$ cat config.mk
export PLATFORM = sky130hd
export DESIGN_NAME = cgra_clk_gate_ctrl
export DESIGN_NICKNAME = d
export VERILOG_FILES = /design/src/rtl/cgra_clk_ctrl_pkg.sv /design/src/rtl/cgra_clock_gate.sv /design/src/rtl/cgra_clk_gate_ctrl.sv
export SDC_FILE = /design/constraint.sdc
export NUM_CORES = 1
export LEC_CHECK = 0
export BUFFER_PORTS_ARGS = -buffer_cell sky130_fd_sc_hd__buf_2
export CAP_MARGIN = 0
export CORE_MARGIN = 2
export CORE_UTILIZATION = 33
export DETAILED_ROUTE_END_ITERATION = 7
export GPL_TIMING_DRIVEN = 0
export MAX_ROUTING_LAYER = met4
export PLACE_DENSITY = 0.6
export SLEW_MARGIN = 15
export SYNTH_ARGS = -nofsm -noshare
export SYNTH_HDL_FRONTEND = slang
export SYNTH_SLANG_ARGS = --single-unit
$ cat constraint.sdc
create_clock -name clk_i -period 3.1 [get_ports clk_i]
set_input_delay 0.31 -clock clk_i [delete_from_list [all_inputs] [get_ports clk_i]]
set_output_delay 0.31 -clock clk_i [all_outputs]
set_load 0.01 [all_outputs]
$ cat src/rtl/cgra_clk_ctrl_pkg.sv
// Shared types and constants for the CGRA clock-gating controller.
//   cgra_clk_state_e : FSM state encoding (OFF/WAKE/ON; 2'b11 is illegal)
//   STATS_W          : width of the gated-off cycle statistics counter
//   cnt_width()      : counter width for a cycle-count parameter, min 1 bit
package cgra_clk_ctrl_pkg;

  typedef enum logic [1:0] {
    CLK_OFF  = 2'b00,
    CLK_WAKE = 2'b01,
    CLK_ON   = 2'b10
  } cgra_clk_state_e;

  localparam int unsigned STATS_W = 32;

  function automatic int unsigned cnt_width(input int unsigned n);
    return (n <= 1) ? 1 : $clog2(n);
  endfunction

endpackage

$ cat src/rtl/cgra_clock_gate.sv
// Glitch-free clock gate cell for the CGRA clock.
//   clk_i     : free-running source clock
//   en_i      : functional enable (registered in the clk_i domain)
//   test_en_i : scan/test override, forces the gate open
//   clk_o     : gated clock
// The enable is captured by a latch that is transparent only while clk_i is
// low, so it cannot change during the high phase and clk_o cannot glitch.
module cgra_clock_gate (
  input  logic clk_i,
  input  logic en_i,
  input  logic test_en_i,
  output logic clk_o
);

  logic en_latched;

  always_latch begin
    if (!clk_i) begin
      en_latched = en_i | test_en_i;
    end
  end

  assign clk_o = clk_i & en_latched;

endmodule

$ cat src/rtl/cgra_clk_gate_ctrl.sv
// Clock-gating controller for the CGRA clock domain (always-on domain).
// Wakes the CGRA clock on requests or activity, grants requesters once the
// clock has settled, gates it off after IDLE_CYCLES idle cycles, and counts
// cycles spent gated off.
//   clk_i, rst_ni : clock, asynchronous active-low reset
//   test_en_i     : forces the gate cell open (FSM unaffected)
//   force_on_i    : software keep-alive (activity)
//   req_i         : access request, held until granted
//   busy_i        : CGRA executing (activity)
//   gnt_o         : request granted, clock running and settled
//   clk_en_o      : registered enable to the gate cell
//   cgra_clk_o    : gated CGRA clock
//   state_o       : current FSM state
//   clr_stats_i   : synchronous clear of off_cycles_o
//   off_cycles_o  : saturating count of cycles in OFF
module cgra_clk_gate_ctrl
  import cgra_clk_ctrl_pkg::*;
#(
  parameter int unsigned IDLE_CYCLES = 16,
  parameter int unsigned WAKE_CYCLES = 2
) (
  input  logic               clk_i,
  input  logic               rst_ni,
  input  logic               test_en_i,
  input  logic               force_on_i,
  input  logic               req_i,
  input  logic               busy_i,
  output logic               gnt_o,
  output logic               clk_en_o,
  output logic               cgra_clk_o,
  output logic [1:0]         state_o,
  input  logic               clr_stats_i,
  output logic [STATS_W-1:0] off_cycles_o
);

  localparam int unsigned IDLE_W = cnt_width(IDLE_CYCLES);
  localparam int unsigned WAKE_W = cnt_width(WAKE_CYCLES);
  localparam logic [IDLE_W-1:0] IDLE_LAST = IDLE_W'(IDLE_CYCLES - 1);
  localparam logic [WAKE_W-1:0] WAKE_LAST = WAKE_W'(WAKE_CYCLES - 1);

  cgra_clk_state_e    state_q, state_d;
  logic [WAKE_W-1:0]  wake_cnt_q, wake_cnt_d;
  logic [IDLE_W-1:0]  idle_cnt_q, idle_cnt_d;
  logic [STATS_W-1:0] off_cycles_q, off_cycles_d;
  logic               clk_en_q;
  logic               activity;

  assign activity = req_i | busy_i | force_on_i;

  always_comb begin
    state_d    = state_q;
    wake_cnt_d = wake_cnt_q;
    idle_cnt_d = idle_cnt_q;
    unique case (state_q)
      CLK_OFF: begin
        if (activity) begin
          state_d    = CLK_WAKE;
          wake_cnt_d = '0;
        end
      end
      CLK_WAKE: begin
        // Settling always runs to completion regardless of activity.
        wake_cnt_d = wake_cnt_q + 1'b1;
        if (wake_cnt_q == WAKE_LAST) begin
          state_d    = CLK_ON;
          idle_cnt_d = '0;
        end
      end
      CLK_ON: begin
        if (activity) begin
          idle_cnt_d = '0;
        end else begin
          idle_cnt_d = idle_cnt_q + 1'b1;
          if (idle_cnt_q == IDLE_LAST) begin
            state_d = CLK_OFF;
          end
        end
      end
      default: state_d = CLK_OFF;
    endcase
  end

  // Clear has priority over the saturating increment.
  always_comb begin
    off_cycles_d = off_cycles_q;
    if (clr_stats_i) begin
      off_cycles_d = '0;
    end else if ((state_q == CLK_OFF) && (off_cycles_q != '1)) begin
      off_cycles_d = off_cycles_q + 1'b1;
    end
  end

  always_ff @(posedge clk_i or negedge rst_ni) begin
    if (!rst_ni) begin
      state_q      <= CLK_OFF;
      wake_cnt_q   <= '0;
      idle_cnt_q   <= '0;
      off_cycles_q <= '0;
      clk_en_q     <= 1'b0;
    end else begin
      state_q      <= state_d;
      wake_cnt_q   <= wake_cnt_d;
      idle_cnt_q   <= idle_cnt_d;
      off_cycles_q <= off_cycles_d;
      // Taken from the next state so the enable is already high in the
      // first WAKE cycle.
      clk_en_q     <= (state_d == CLK_WAKE) || (state_d == CLK_ON);
    end
  end

  assign gnt_o        = req_i & (state_q == CLK_ON);
  assign clk_en_o     = clk_en_q;
  assign state_o      = state_q;
  assign off_cycles_o = off_cycles_q;

  cgra_clock_gate u_clock_gate (
    .clk_i     (clk_i),
    .en_i      (clk_en_q),
    .test_en_i (test_en_i),
    .clk_o     (cgra_clk_o)
  );

endmodule

==> impl_metrics.json, run 1 <==
{
  "cp.required_ps": 2790,
  "p_comb_share_pct": 20.1,
  "setup-tns-final_ps": 0,
  "setup_viol": 0,
  "hold_buffers": 0,
  "grt_start_max_net_pins": 41,
  "portBuffers": 42,
  "power.switching_uw": 416,
  "drc_errors": 0,
  "first_global_vias": 2180,
  "areaGrowthSynthToFinish_pct": 18.3,
  "grt_pass1_wl_um": 10700,
  "cts_resized": 0,
  "fin_area_um2": 3010,
  "post-synth-top-area-cell": "dfrtp_1",
  "drv_slew": 0,
  "async_flop_share_pct": 97.6,
  "synth.most_common_cell": "dfrtp_1",
  "ys_top_cells_by_area": "dfrtp_1, mux2_2, nor2b_1, nor2_1, a211oi_1",
  "antenna_found_initial": 0,
  "die_y_um": 91.8,
  "placed_area_um2": 2880,
  "synth_cell_types": 44,
  "wirelength_um": 6450,
  "yosysWarnings": 0,
  "crit_fanout": 1,
  "ir_drop_uv": 389,
  "clockPowerShare_pct": 35.3,
  "crit_slowest_cell": "dlxtn_1",
  "die_x_um": 91.8,
  "clk_pin_slew_ps": 80,
  "avgRoutedWirePerCell_um": 15.2,
  "drive_gt1_share_pct": 29.6,
  "min_path_type": "primary input to async pin",
  "switching_share_pct": 30.1,
  "synth_enable_flop_cells": 0,
  "drtIter0Drc": 113,
  "ant_nets": 0,
  "post_cts_buffers": 0,
  "antenna_cells": 0,
  "track_usage_pct": 16.4,
  "fin_worst_skew_ps": 9.30,
  "p_per_area_nw_per_um2": 460,
  "start_util_pct": 33.4,
  "grt-ovfl-total": 0,
  "clk_latency_ps": 400,
  "firstDrtPassIters": 4,
  "intPower_uw": 968,
  "rsz0062_at_grt": "false",
  "synthTopCellsByCount": "dfrtp_1, nor2_1, mux2_2, nor2b_1",
  "num_rows": 32,
  "arrival_ps": 2580,
  "hold_viol": 0,
  "seqPwrFrac_pct": 44.6,
  "maxCapViolations": 0,
  "synth_top_area_share_pct": 39.4,
  "status": "completed",
  "cts_tree": "built",
  "cp_top_family": "latches",
  "crit_chain": "and2_1, buf_2",
  "start_kind": "latch",
  "io_pins": 44,
  "die-area_um2": 8420,
  "max_slew.worst_pin.slew_ps": 947,
  "final_nets": 330,
  "vias_per_cell": 5.42,
  "vias": 2293,
  "yosys_register_bits": 41,
  "core_um2": 7610,
  "p_leak_uw": 0.00136,
  "syn-instance-count": 269,
  "worst-path-buf-inv": 1,
  "endpoint_kind": "output pin",
  "synthesis.area_um2": 2540,
  "path_class": "latch to output pin",
  "syn_nets": 278,
  "synthFlopType": "dfrtp_1",
  "gp_congestion": 0.796,
  "synth_area_per_cell_um2": 9.45,
  "post-dp-hpwl_um": 4560,
  "slew_headroom_pct": 36.9,
  "critPathMaxStageDelay_ps": 390
}
-- area by class of cell --
cell class / instances / area (um^2)
repair buffers: 41 / 205
multi-input cells: 207 / 1430
well taps: 102 / 128
fillers: 784 / 4600
clock buffers: 11 / 133
plain buffers: 16 / 81.3
inverters: 5 / 18.8
flip-flops and latches: 41 / 1020
-- stage by stage --
step	setup WS (ps)	hold WS, ps	std cells	utilization (%)	power [uW]
detailed placement	657	516	413	37.9	933
global placement	661	498	413	37.9	926
global route	163	133	423	39.5	1470
finish	208	49.1	423	39.5	1380
CTS	188	83.9	423	39.5	1410
floorplan	725	14.4	269	-	827
-- layer usage --
layer,vias to the layer above,routed length (um),part of all wire (%),track usage [%]
li1,1097,-,-,-
met1,1116,2980,46,21.0
met2,71,3060,47,25.4
met3,9,340,5.3,3.70
met4,0,73,1.1,6.09
met5,-,0,0,-
-- power by group through the flow --
stage          sequential, uW  combinational [uW]  clock [uW]
2_1_floorplan             634                 176        16.6
3_3_place_gp              627                 273        26.8
3_5_place_dp              628                 279        26.8
4_1_cts                   618                 281         507
5_1_grt                   625                 312         535
6_report                  618                 279         488
-- worst reg2reg max path: cells and delay by family, from the launching register on --
kind | cells | cell delay (ps)
flops | 1 | 390
mux | 1 | 380
buf+inv | 2 | 490
simple gates | 3 | 900
-- placed cells by master, fill, tap and decap left out, types with 2 or more instances in the layout --
cell type and count:
a21oi_1 14, o21ai_0 6, buf_4 2, dfrtp_1 40
or4_1 5, nor2b_1 24, a2111oi_0 2, and2_1 5
inv_1 5, nor2_1 32, nor4_1 6, nand2_1 14
a21boi_0 2, ha_1 2, nand3_1 11, nand4_1 8
a2111oi_2 3, and3_1 3, buf_2 47, nand2b_1 3
clkbuf_1 9, o21bai_1 2, nand4_2 3, clkbuf_8 9
o31ai_1 4, and4_1 6, or2_2 2, a211oi_1 10
mux2i_1 2, mux2_2 24, a22o_1 2
-- final timing paths --
check / startpoint / to / slack (ps) / cells past startpoint
min in group clk_i: test_en_i / u_clock_gate.en_latched$_DLATCH_N_ / 220 / 2
max reg2reg: state_o[1]$_DFF_PN0_ / off_cycles_o[28]$_DFFE_PN0P_ / 840 / 6
min reg2reg: wake_cnt_q$_DFFE_PN0P_ / state_o[0]$_DFF_PN0_ / 520 / 1
max: u_clock_gate.en_latched$_DLATCH_N_ / cgra_clk_o / 210 / 2
max in group asynchronous: rst_ni / wake_cnt_q$_DFFE_PN0P_ / 2450 / 1
min: rst_ni / off_cycles_o[15]$_DFFE_PN0P_ / 50 / 1
-- flip-flops by register name, summed over array words and instances, names as in the netlist --
signal                   count
u_clock_gate.en_latched      1
state_o                      2
clk_en_o                     1
idle_cnt_q                   4
off_cycles_o                32
wake_cnt_q                   1
-- logic make-up after synthesis --
| group | after synthesis | share of synthesized area (%) |
|---|---|---|
| adders and majority gates | 2 | 0.984 |
| latches | 1 | 0.590 |
| buffers and inverters | 21 | 3.94 |
| muxes | 27 | 11.9 |
| AOI/OAI and AO/OA | 49 | 13.7 |
| and+or+nand+nor | 129 | 29.6 |
| DFF | 40 | 39.4 |
Power figures use the tool's default switching activity.
==> run 2, diff against run 1 <==
--- a/config.mk
+++ b/config.mk
@@ -8,11 +8,11 @@
 export BUFFER_PORTS_ARGS = -buffer_cell sky130_fd_sc_hd__buf_2
 export CAP_MARGIN = 0
 export CORE_MARGIN = 2
-export CORE_UTILIZATION = 33
+export CORE_UTILIZATION = 50
 export DETAILED_ROUTE_END_ITERATION = 7
 export GPL_TIMING_DRIVEN = 0
 export MAX_ROUTING_LAYER = met4
-export PLACE_DENSITY = 0.6
+export PLACE_DENSITY = 0.8
 export SLEW_MARGIN = 15
 export SYNTH_ARGS = -nofsm -noshare
 export SYNTH_HDL_FRONTEND = slang
==> run 2 against run 1 <==
Cell count is 8.0% lower. Critical path depth stayed put. Flip-flop and latch count stayed put. Power is 1.8% higher. Non-clock buffer count stayed put. Sequential share of layout area is 0.33 points higher. Wire length is 3.8% lower. Die area is 33% lower. Highest routed layer unchanged.
==> impl_metrics.json, run 2 (synthesized netlist as in run 1, its figures left out) <==
{
  "firstDrtPassIters": 4,
  "clk_pin_slew_ps": 80,
  "worst-path-buf-inv": 1,
  "track_usage_pct": 25.1,
  "cp_top_family": "latches",
  "setup_viol": 0,
  "slew_headroom_pct": 40.0,
  "min_path_type": "primary input to async pin",
  "crit_slowest_cell": "dlxtn_1",
  "final_nets": 330,
  "grt-ovfl-total": 0,
  "hold_viol": 0,
  "start_kind": "latch",
  "wirelength_um": 6200,
  "crit_chain": "and2_1, buf_2",
  "fin_worst_skew_ps": 9.94,
  "num_rows": 25,
  "p_leak_uw": 0.00137,
  "endpoint_kind": "output pin",
  "first_global_vias": 2231,
  "max_slew.worst_pin.slew_ps": 900,
  "layout_commonest_cell": "buf_2",
  "cts_resized": 0,
  "start_util_pct": 52.8,
  "largest_reg_flops": 32,
  "vias": 2287,
  "grt_pass1_wl_um": 10300,
  "portBuffers": 42,
  "maxCapViolations": 0,
  "crit_fanout": 1,
  "rsz0062_at_grt": "false",
  "grt_start_max_net_pins": 41,
  "status": "completed",
  "layout_common_cells": "buf_2, dfrtp_1, nor2_1",
  "hold_buffers": 0,
  "vias_per_cell": 5.88,
  "drive_gt1_share_pct": 30.1,
  "arrival_ps": 2600,
  "avgRoutedWirePerCell_um": 15.9,
  "final_cells": 389,
  "drc_errors": 0,
  "antenna_found_initial": 0,
  "drv_slew": 0,
  "critPathMaxStageDelay_ps": 390,
  "p_per_area_nw_per_um2": 473,
  "ir_drop_uv": 473,
  "setup-tns-final_ps": 0,
  "clk_latency_ps": 410,
  "post_cts_buffers": 0,
  "die_x_um": 75.3,
  "cts_tree": "built",
  "die-area_um2": 5670,
  "drtIter0Drc": 165,
  "path_class": "latch to output pin",
  "dpl.cell_count": 378,
  "antenna_cells": 0,
  "core_um2": 4820,
  "areaGrowthSynthToFinish_pct": 17.2,
  "fillCellCount": 432,
  "die_y_um": 75.3,
  "cp.required_ps": 2790,
  "post-dp-hpwl_um": 4300,
  "ant_nets": 0,
  "gp_congestion": 0.885,
  "io_pins": 44
}
## run 2: changes by cell type in the layout (fill, tap and decap cells not counted), sizes merged
| cell | previous run | this run |
|---|---|---|
| clkinv | 0 | 1 |
## run 2: area by class of cell
class                           instances  area [um^2]  area share [%]
Buffer                                 16         81.3            2.73
Clock buffer                           11          143            4.79
Clock inverter                          1         5.00           0.168
Sequential cell                        41         1020            34.1
Timing Repair Buffer                   41          205            6.89
Inverter                                5         18.8           0.630
Multi-Input combinational cell        207         1430            47.9
Tap cell                               67         83.8            2.81
## run 2: worst paths after layout
kind	startpoint	endpoint	slack, ps	cells after the start
worst max-delay path	u_clock_gate.en_latched$_DLATCH_N_	cgra_clk_o	190	2
worst min-delay path	rst_ni	off_cycles_o[19]$_DFFE_PN0P_	20	1
worst max register to register	off_cycles_o[0]$_DFFE_PN0P_	off_cycles_o[28]$_DFFE_PN0P_	870	6
worst min register to register	idle_cnt_q[2]$_DFFE_PN0P_	idle_cnt_q[2]$_DFFE_PN0P_	520	1
max in group asynchronous	rst_ni	off_cycles_o[5]$_DFFE_PN0P_	2520	1
min in group clk_i	test_en_i	u_clock_gate.en_latched$_DLATCH_N_	200	2
## run 2: where the power goes
group | internal, uW | switching, uW | total (uW)
combinational | 117 | 153 | 270
sequential | 577 | 41.5 | 618
clock | 298 | 224 | 522
total | 992 | 418 | 1410
## run 2: layer usage
metal,routed length [um],GRT usage (%),part of all wire [%],vias to the layer above
met1,2690,30.5,43,1102
met3,338,5.56,5.4,7
li1,-,-,-,1091
met5,0,-,0,-
met4,58,11.7,0.94,0
met2,3110,39.9,50,87
## run 2: per-stage QoR
step                total power, uW  hold WS [ps]  area, um^2  utilization, %  setup WS, ps
finish                         1410          18.7        2980            61.8           192
global route                   1490           103        2980            61.8           114
CTS                            1420          61.1        2980            61.8           164
detailed placement              928           495        2840            58.9           660
global placement                919           481        2840            58.9           662
floorplan                       827          14.4        2540               -           725
## run 2: worst register-to-register path, stage by stage, from the launching register on
cell     delay [ps]
dfrtp_1         420
ha_1            210
nor3b_2         260
nand4_2         240
buf_2           260
nor4_1          360
mux2_2          370
==> run 3, diff against run 2 <==
--- a/config.mk
+++ b/config.mk
@@ -9,6 +9,7 @@
 export CAP_MARGIN = 0
 export CORE_MARGIN = 2
 export CORE_UTILIZATION = 50
+export CTS_BUF_LIST = sky130_fd_sc_hd__clkbuf_16
 export DETAILED_ROUTE_END_ITERATION = 7
 export GPL_TIMING_DRIVEN = 0
 export MAX_ROUTING_LAYER = met4
==> run 3 against run 2 <==
Sequential share of layout area is 0.78 points lower. First-iteration DRC count is 2.4% higher. Worst hold slack better by 26 ps. Final area is 2.4% higher.
==> impl_metrics.json, run 3 (synthesized netlist as in run 1, its figures left out) <==
{
  "path_class": "latch to output pin",
  "hold_viol": 0,
  "drive_gt1_share_pct": 29.5,
  "layout_common_cells": "buf_2, dfrtp_1, nor2_1",
  "seqPwrFrac_pct": 38.7,
  "p_per_area_nw_per_um2": 525,
  "rr_endpoint": "off_cycles_o[28]$_DFFE_PN0P_",
  "grt_pass1_wl_um": 10400,
  "grt-ovfl-total": 0,
  "cp.required_ps": 2790,
  "layout_commonest_cell": "buf_2",
  "ant_nets": 0,
  "cp_top_family": "latches",
  "hold_buffers": 0,
  "first_global_vias": 2260,
  "avgRoutedWirePerCell_um": 15.9,
  "slew_headroom_pct": 39.2,
  "vias_per_cell": 5.92,
  "reg2reg_slack_ps": 860,
  "worstReg2RegStart": "off_cycles_o[0]$_DFFE_PN0P_",
  "portBuffers": 42,
  "ir_drop_uv": 549,
  "setup_viol": 0,
  "cp-endpoint": "cgra_clk_o",
  "die_y_um": 75.3,
  "clk_latency_ps": 400,
  "cts_tree": "built",
  "wirelength_um": 6180,
  "p_comb_share_pct": 16.9,
  "post-dp-hpwl_um": 4300,
  "status": "completed",
  "critPathMaxStageDelay_ps": 390,
  "antenna_found_initial": 0,
  "areaGrowthSynthToFinish_pct": 19.9,
  "fin_worst_skew_ps": 7.99,
  "dr.max_layer_used": "met4",
  "antenna_cells": 0,
  "clk_pin_slew_ps": 60,
  "multi_input_area_um2": 1430,
  "met1_length_um": 2700,
  "power.switching_uw": 435,
  "dpl.cell_count": 378,
  "die-area_um2": 5670,
  "drv_slew": 0,
  "rr_worst_depth": 6,
  "crit_chain": "and2_1, buf_2",
  "track_usage_pct": 24.9,
  "max_slew.worst_pin.slew_ps": 911,
  "crit_fanout": 1,
  "post_cts_buffers": 0,
  "grt_start_max_net_pins": 41,
  "critical_path_depth": 2,
  "total_power_uw": 1600,
  "start_util_pct": 52.8,
  "io_pins": 44,
  "start_kind": "latch",
  "core_um2": 4820,
  "hold_slack_ps": 44.3,
  "firstDrtPassIters": 4,
  "endpoint_kind": "output pin",
  "num_rows": 25,
  "die_x_um": 75.3,
  "worst-path-buf-inv": 1,
  "intPower_uw": 1170,
  "setup-tns-final_ps": 0,
  "maxCapViolations": 0,
  "vias": 2301,
  "crit_slowest_cell": "dlxtn_1",
  "fillCellCount": 429,
  "wl_met3_um": 366,
  "rsz0062_at_grt": "false",
  "dr_wl_met2_um": 3020,
  "regArea_um2": 1020,
  "cts_resized": 0,
  "largest_reg_flops": 32,
  "clockPowerShare_pct": 44.4,
  "gp_congestion": 0.885,
  "drc_errors": 0,
  "drtIter0Drc": 169,
  "min_path_type": "primary input to async pin",
  "final_nets": 330,
  "p_leak_uw": 0.00140,
  "switching_share_pct": 27.2,
  "startpoint": "u_clock_gate.en_latched$_DLATCH_N_",
  "final_cells": 389,
  "arrival_ps": 2610
}
-- run 3: cell count changes in the layout (fill, tap and decap cells not counted), sizes merged --
cell | before | now
clkbuf | 18 | 16
clkinv | 1 | 3
-- run 3: cell type report --
type	instances	share of cell area (%)
Sequential cell	41	33.3
Clock buffer	9	6.73
Buffer	16	2.67
Multi-Input combinational cell	207	46.8
Tap cell	67	2.75
Timing Repair Buffer	41	6.73
Clock inverter	3	0.410
Inverter	5	0.616
-- run 3: worst register-to-register path, stage by stage, from the launching register on --
cell	delay [ps]
dfrtp_1	410
ha_1	210
nor3b_2	270
nand4_2	240
buf_2	260
nor4_1	370
mux2_2	370
-- run 3: power groups by stage --
stage	Clock, uW	Sequential, uW	Combinational [uW]
finish	710	619	271
global route	756	626	305
CTS	725	619	276
detailed placement	26.8	627	274
global placement	26.8	625	267
floorplan	16.6	634	176
-- run 3: routing by layer --
metal,up-vias,track usage (%)
met5,-,-
met4,0,10.5
met3,10,6.08
met2,91,40.2
met1,1100,29.9
li1,1100,-
-- run 3: worst min path at each step --
stage / slack, ps / start / depth (start not counted) / endpoint
6_report: 40 / rst_ni / 1 / off_cycles_o[21]$_DFFE_PN0P_
5_1_grt: 120 / rst_ni / 1 / off_cycles_o[20]$_DFFE_PN0P_
4_1_cts: 80 / rst_ni / 1 / off_cycles_o[20]$_DFFE_PN0P_
3_5_place_dp: 490 / rst_ni / 1 / off_cycles_o[20]$_DFFE_PN0P_
3_3_place_gp: 480 / rst_ni / 1 / off_cycles_o[21]$_DFFE_PN0P_
2_1_floorplan: 10 / rst_ni / 0 / clk_en_o$_DFF_PN0_
-- run 3: per-stage QoR --
| step | cell area, um^2 | setup slack [ps] | util [%] |
|---|---|---|---|
| 2_1_floorplan | 2540 | 725 | - |
| 3_3_place_gp | 2840 | 662 | 58.9 |
| 3_5_place_dp | 2840 | 660 | 58.9 |
| 4_1_cts | 3050 | 156 | 63.3 |
| 5_1_grt | 3050 | 105 | 63.3 |
| 6_report | 3050 | 184 | 63.3 |
